[src/rtl/pc_sequencer.sv]
// Instruction-fetch PC sequencer: issues fetches at i_pc, selects the next PC
// on each accepted instruction, and traps to TRAP_VEC on a fetch timeout.
module pc_sequencer #(
  parameter logic [31:0] RESET_VEC = 32'h0000_0000,
  parameter logic [31:0] TRAP_VEC  = 32'h0000_0080,
  parameter int unsigned TIMEOUT   = 15
) (
  input  logic        i_clk,
  input  logic        i_rst,
  input  logic [31:0] i_pc,
  output logic [31:0] o_next_pc,
  input  logic        i_stall,
  input  logic        i_jump,
  input  logic [31:0] i_jump_target,
  input  logic        i_br_taken,
  input  logic [31:0] i_br_target,
  output logic        o_imem_req,
  output logic [31:0] o_imem_addr,
  input  logic        i_imem_ack,
  output logic        o_inst_valid,
  output logic        o_fetch_err
);

  typedef enum logic [1:0] {IDLE, FETCH, HOLD, TRAP} state_t;

  localparam logic [3:0] TIMEOUT_C = 4'(TIMEOUT);

  state_t      state_q, state_d;
  logic        pend_vld_q, pend_vld_d;
  logic [31:0] pend_tgt_q, pend_tgt_d;
  logic [3:0]  wait_q, wait_d;
  logic [31:0] adv_tgt;
  logic        advance;
  logic        trap_entry;

  always_ff @(posedge i_clk) begin
    if (i_rst) begin
      state_q    <= IDLE;
      pend_vld_q <= 1'b0;
      pend_tgt_q <= '0;
      wait_q     <= '0;
    end else begin
      state_q    <= state_d;
      pend_vld_q <= pend_vld_d;
      pend_tgt_q <= pend_tgt_d;
      wait_q     <= wait_d;
    end
  end

  always_comb begin
    if (i_jump)          adv_tgt = i_jump_target;
    else if (i_br_taken) adv_tgt = i_br_target;
    else if (pend_vld_q) adv_tgt = pend_tgt_q;
    else                 adv_tgt = i_pc + 32'd4;
  end

  always_comb begin
    state_d      = state_q;
    pend_vld_d   = pend_vld_q;
    pend_tgt_d   = pend_tgt_q;
    wait_d       = '0;
    advance      = 1'b0;
    trap_entry   = 1'b0;
    o_next_pc    = i_pc;
    o_imem_req   = 1'b0;
    o_imem_addr  = '0;
    o_inst_valid = 1'b0;
    o_fetch_err  = 1'b0;

    if (i_rst) begin
      o_next_pc  = RESET_VEC;
      state_d    = IDLE;
      pend_vld_d = 1'b0;
    end else begin
      unique case (state_q)
        IDLE: begin
          o_next_pc = RESET_VEC;
          state_d   = FETCH;
        end
        FETCH: begin
          o_imem_req  = 1'b1;
          o_imem_addr = i_pc;
          if (i_imem_ack) begin
            advance      = 1'b1;
            o_inst_valid = 1'b1;
            o_next_pc    = adv_tgt;
            state_d      = i_stall ? HOLD : FETCH;
          end else if (wait_q == TIMEOUT_C) begin
            trap_entry = 1'b1;
            state_d    = TRAP;
          end else begin
            wait_d = wait_q + 4'd1;
          end
        end
        HOLD: begin
          if (!i_stall) state_d = FETCH;
        end
        TRAP: begin
          o_fetch_err = 1'b1;
          o_next_pc   = TRAP_VEC;
          state_d     = FETCH;
        end
        default: state_d = IDLE;
      endcase

      // Any advance retires the pending redirect: either it was used, or a
      // same-cycle strobe superseded it.
      if (advance || trap_entry) begin
        pend_vld_d = 1'b0;
      end else if (i_jump) begin
        pend_vld_d = 1'b1;
        pend_tgt_d = i_jump_target;
      end else if (i_br_taken) begin
        pend_vld_d = 1'b1;
        pend_tgt_d = i_br_target;
      end
    end
  end

endmodule

[config.mk]
export PLATFORM = sky130hd
export DESIGN_NAME = pc_sequencer
export DESIGN_NICKNAME = d
export VERILOG_FILES = /design/src/rtl/pc_sequencer.sv
export SDC_FILE = /design/constraint.sdc
export NUM_CORES = 1
export LEC_CHECK = 0
export ABC_CLOCK_PERIOD_IN_PS = 3600
export CAP_MARGIN = 25
export CORE_MARGIN = 2
export CORE_UTILIZATION = 44
export DETAILED_ROUTE_END_ITERATION = 10
export GPL_ROUTABILITY_DRIVEN = 0
export PLACE_DENSITY = 0.82
export SLEW_MARGIN = 40
export SYNTH_ARGS = -nofsm -noshare
export SYNTH_HDL_FRONTEND = slang
export SYNTH_SLANG_ARGS = --single-unit
[constraint.sdc]
create_clock -name i_clk -period 3.6 [get_ports i_clk]
set_input_delay 0.72 -clock i_clk [delete_from_list [all_inputs] [get_ports i_clk]]
set_output_delay 0.72 -clock i_clk [all_outputs]
set_load 0.05 [all_outputs]
==> results of run 1 <==
-- worst min path at each step --
stage | start | to | slack (ps) | cells after the start
2_1_floorplan | wait_q[0] | wait_q[0] | 420 | 1
3_3_place_gp | wait_q[0] | wait_q[0] | 430 | 1
3_5_place_dp | wait_q[0] | wait_q[0] | 450 | 1
4_1_cts | wait_q[0] | wait_q[0] | 470 | 1
5_1_grt | wait_q[0] | wait_q[0] | 470 | 1
6_report | wait_q[0] | wait_q[0] | 460 | 1
-- cell type report --
| cell class | instances | area [µm²] |
|---|---|---|
| Multi-Input combinational cell | 496 | 3160 |
| Timing Repair Buffer | 245 | 2490 |
| Fill cell | 662 | 2430 |
| Sequential cell | 39 | 781 |
| Tap cell | 111 | 139 |
| Clock buffer | 6 | 82.6 |
| Inverter | 19 | 71.3 |
| Clock inverter | 1 | 5.00 |
-- through the flow --
step	TNS, ps	hold slack (ps)	util (%)
after global routing	-9.96	471	73.5
after detailed placement	-927	455	70.8
after CTS	0	469	72.9
after floorplan	-143	418	-
after global placement	-421	427	70.8
final	0	462	73.5
-- sequential cells by signal, summed over array words and instances, names as in the netlist --
| name | flops |
|---|---|
| pend_tgt_q | 32 |
| wait_q | 4 |
| state_q | 2 |
| pend_vld_q | 1 |
-- metal layers --
metal / global-route usage, % / routed length [µm] / vias to the layer above
li1: - / - / 2640
met1: 47.8 / 6910 / 2760
met2: 57.6 / 8490 / 540
met3: 8.25 / 2530 / 124
met4: 16.5 / 978 / 0
met5: 0 / 0 / -
-- power by group through the flow --
stage / clock, mW / sequential, mW / combinational [mW]
floorplan: 0 / 0.493 / 0.438
global placement: 0 / 0.500 / 0.817
detailed placement: 0 / 0.503 / 0.834
CTS: 0.320 / 0.493 / 0.840
global route: 0.333 / 0.498 / 0.904
finish: 0.323 / 0.495 / 0.864
-- repair_timing --
action / in CTS / in global routing
gates resized for setup: 33 / 13
endpoints found under the setup margin: 12 / 10
setup buffers: 6 / 2
hold buffers: 0 / 0
gates cloned: 0 / 0
pin swaps: 15 / 6
-- cell families (layout without fill, tap and decap cells) --
family	count (synthesis)	after routing	share of synthesized area (%)
DFF	39	39	19.0
buffers and inverters	71	271	7.09
AOI/OAI and AO/OA	191	191	32.8
and+or+nand+nor	268	268	32.3
adders and majority gates	2	2	0.609
xor gates and xnor gates	11	11	2.34
muxes	24	24	5.87
-- cell usage in the layout (no fill, tap or decap), types with 5 or more instances in the layout --
cell	instances
a211oi_1	24
a21o_1	6
a21oi_1	32
a311oi_1	13
a32oi_1	6
and2_1	23
buf_12	31
buf_4	111
clkbuf_8	6
clkdlybuf4s50_1	79
dfxtp_1	39
dlygate4sd2_1	14
dlymetal6s2s_1	6
inv_1	18
mux2i_1	23
nand2_1	79
nand2b_1	5
nand3_1	16
nand4_1	10
nor2_1	63
nor2b_1	14
nor3_1	10
nor4_1	7
o211ai_1	8
o21a_1	5
o21ai_0	36
o2bb2ai_1	5
o311ai_0	5
o31ai_1	6
xnor2_1	7
-- worst reg2reg max path: cells and delay by family, from the launching register on --
| kind | cells | cell delay [ps] |
|---|---|---|
| adders and majority gates | 1 | 230 |
| AOI/OAI and AO/OA | 2 | 580 |
| and+or+nand+nor | 3 | 370 |
| buffers and inverters | 1 | 340 |
| DFF | 1 | 340 |
==> qor.csv, run 1 <==
stage,metric,value,unit
timing,Fin Clk Skew,8.79,ps
logic_synthesis,"area leader, netlist",dfxtp_1,
critical_path,"reg-to-reg slack, setup",1640,ps
timing,Final period util,99.1,%
clock_network,maximum buffer depth of the clock tree,2,
power_and_ir_drop,register share of total power,29.4,%
placed_design,count of input and output buffers,168,
global_route,initial antenna violation count,0,
critical_path,WP buf/inv,5,
logic_synthesis,syn avg cell area,6.78,µm²
critical_path,CP Launch Type,input port,
routing,DRT Pass-1 Iters,10,
power_and_ir_drop,P_sw,0.692,mW
die,chip width,101,µm
timing,# setup viols final,0,
global_route,largest net degree at the start of global routing,49,
logic_synthesis,Synth top cells by count,"79 x nand2_1, 64 x nor2_1, 39 x dfxtp_1",
placed_design,placed insts,902,
logic_synthesis,Synth area leaders,"dfxtp_1 19%, nand2_1 7.2%, nor2_1 5.8%",
routing,routed via count,6064,
placed_design,"worst slack, placed",-175,ps
critical_path,RR Startpoint,wait_q[0],
critical_path,WS Path Type,in -> out,
clock_network,CTS Root Cell,clkbuf_8,
timing,Rel. slew slack,53.1,%
critical_path,CP Capture Type,output port,
placed_design,DP Area,0.00648,mm²
worst_hold_path,HP Class,reg -> reg,
timing,fmax,0.280,GHz
critical_path,slowest CP cell,clkdlybuf4s50_1,
power_and_ir_drop,clock power share,19.2,%
critical_path,"CP delay by family, top",buffers and inverters,
logic_synthesis,Post-Synthesis Cells,606,
critical_path,CP peak stage delay,490,ps
clock_network,TritonCTS Sinks,39,
critical_path,worst-path fanout max,6,
logic_synthesis,Yosys cell types,67,
final_layout,antenna diode count,0,
critical_path,Levels on crit path,9,
final_layout,post-route cell area,0.00673,mm²
critical_path,critical path endpoint,o_next_pc[27],
global_route,vias in the first global route,5795,
power_and_ir_drop,leakage,2.80,nW
routing,DRC viols,0,
timing,Slew @ Worst Pin,696,ps
timing,Max Slew Vio Count,0,
power_and_ir_drop,Sw Share,41.2,%
final_layout,share of cells above drive strength 1,23.1,%
die,Core Box Area,0.00915,mm²
clock_network,CTS tree,yes,
timing,"Worst Setup Slack, final",33.9,ps
logic_synthesis,share of the synthesized area in the top cell type,19.0,%
run,Max Cap Viol,0,
power_and_ir_drop,Cell Int Power,0.989,mW
outcome,status,finished clean,
routing,ANT nets after route,0,
power_and_ir_drop,Max VDD drop,0.181,mV
logic_synthesis,sequential area share after synthesis,19.0,%
die,die footprint,0.0101,mm²
timing,Final Hold Vio Count,0,
global_route,first-pass GRT wire length,29.5,mm
routing,DR WL/cell,20.6,µm
global_route,GRT Total Usage,36.6,%
placed_design,hpwl dp,14.2,mm
clock_network,Worst-Skew Late Latency,300,ps
power_and_ir_drop,total power draw,1.68,mW
clock_network,clock slew at reported path FFs,80,ps
critical_path,FF-to-FF path depth,7,
critical_path,Worst Path Arrival,2850,ps
timing,crit path time final,3570,ps
final_layout,layout net count,910,
logic_synthesis,mapped cell area,0.00411,mm²
die,IO Pins,169,
routing,final WL,18.9,mm
critical_path,Reg2Reg Capture Point,pend_tgt_q[4],
critical_path,Critical Path Source,i_pc[11],
critical_path,"Cell Chain, Critical Path",clkdlybuf4s50_1 -> buf_4 -> nand2_1 -> buf_4 -> buf_4 -> nor4_2 -> o21ai_1 -> a221oi_2 -> clkbuf_16,
logic_synthesis,Yosys reg bits,39,
critical_path,crit-path most repeated cell,buf_4,
clock_network,htree depth,2,
critical_path,Worst Path Required,2880,ps
logic_synthesis,"count leader, synth",nand2_1,
final_layout,P&R area growth vs syn,63.6,%
routing,Vias/cell,6.61,
logic_synthesis,fraction of registers with async set/reset,0,%
routing,1st-iter DRT viols,982,
die,DIE HEIGHT,101,µm
logic_synthesis,syn_nets,710,
logic_synthesis,Yosys Warn Count,0,
clock_network,total CTS buffers,5,
logic_synthesis,predominant post-synthesis flop cell,dfxtp_1,
final_layout,fin cells,917,
logic_synthesis,number of flops mapped to enable cells by yosys,0,
die,initial core utilization,44.9,%
global_route,total gr overflow,0,
power_and_ir_drop,PwrDens,250,mW/mm²
power_and_ir_drop,Comb power frac,51.4,%
die,Placement Rows,35,
No activity file was read; power rests on OpenSTA's default activity.
==> inputs of run 2 (changes only) <==
--- a/config.mk
+++ b/config.mk
@@ -12,7 +12,7 @@
 export DETAILED_ROUTE_END_ITERATION = 10
 export GPL_ROUTABILITY_DRIVEN = 0
 export PLACE_DENSITY = 0.82
-export SLEW_MARGIN = 40
+export SLEW_MARGIN = 10
 export SYNTH_ARGS = -nofsm -noshare
 export SYNTH_HDL_FRONTEND = slang
 export SYNTH_SLANG_ARGS = --single-unit
==> results of run 2 <==
The final DEF is identical to that of run 1; final timing and power are the same.
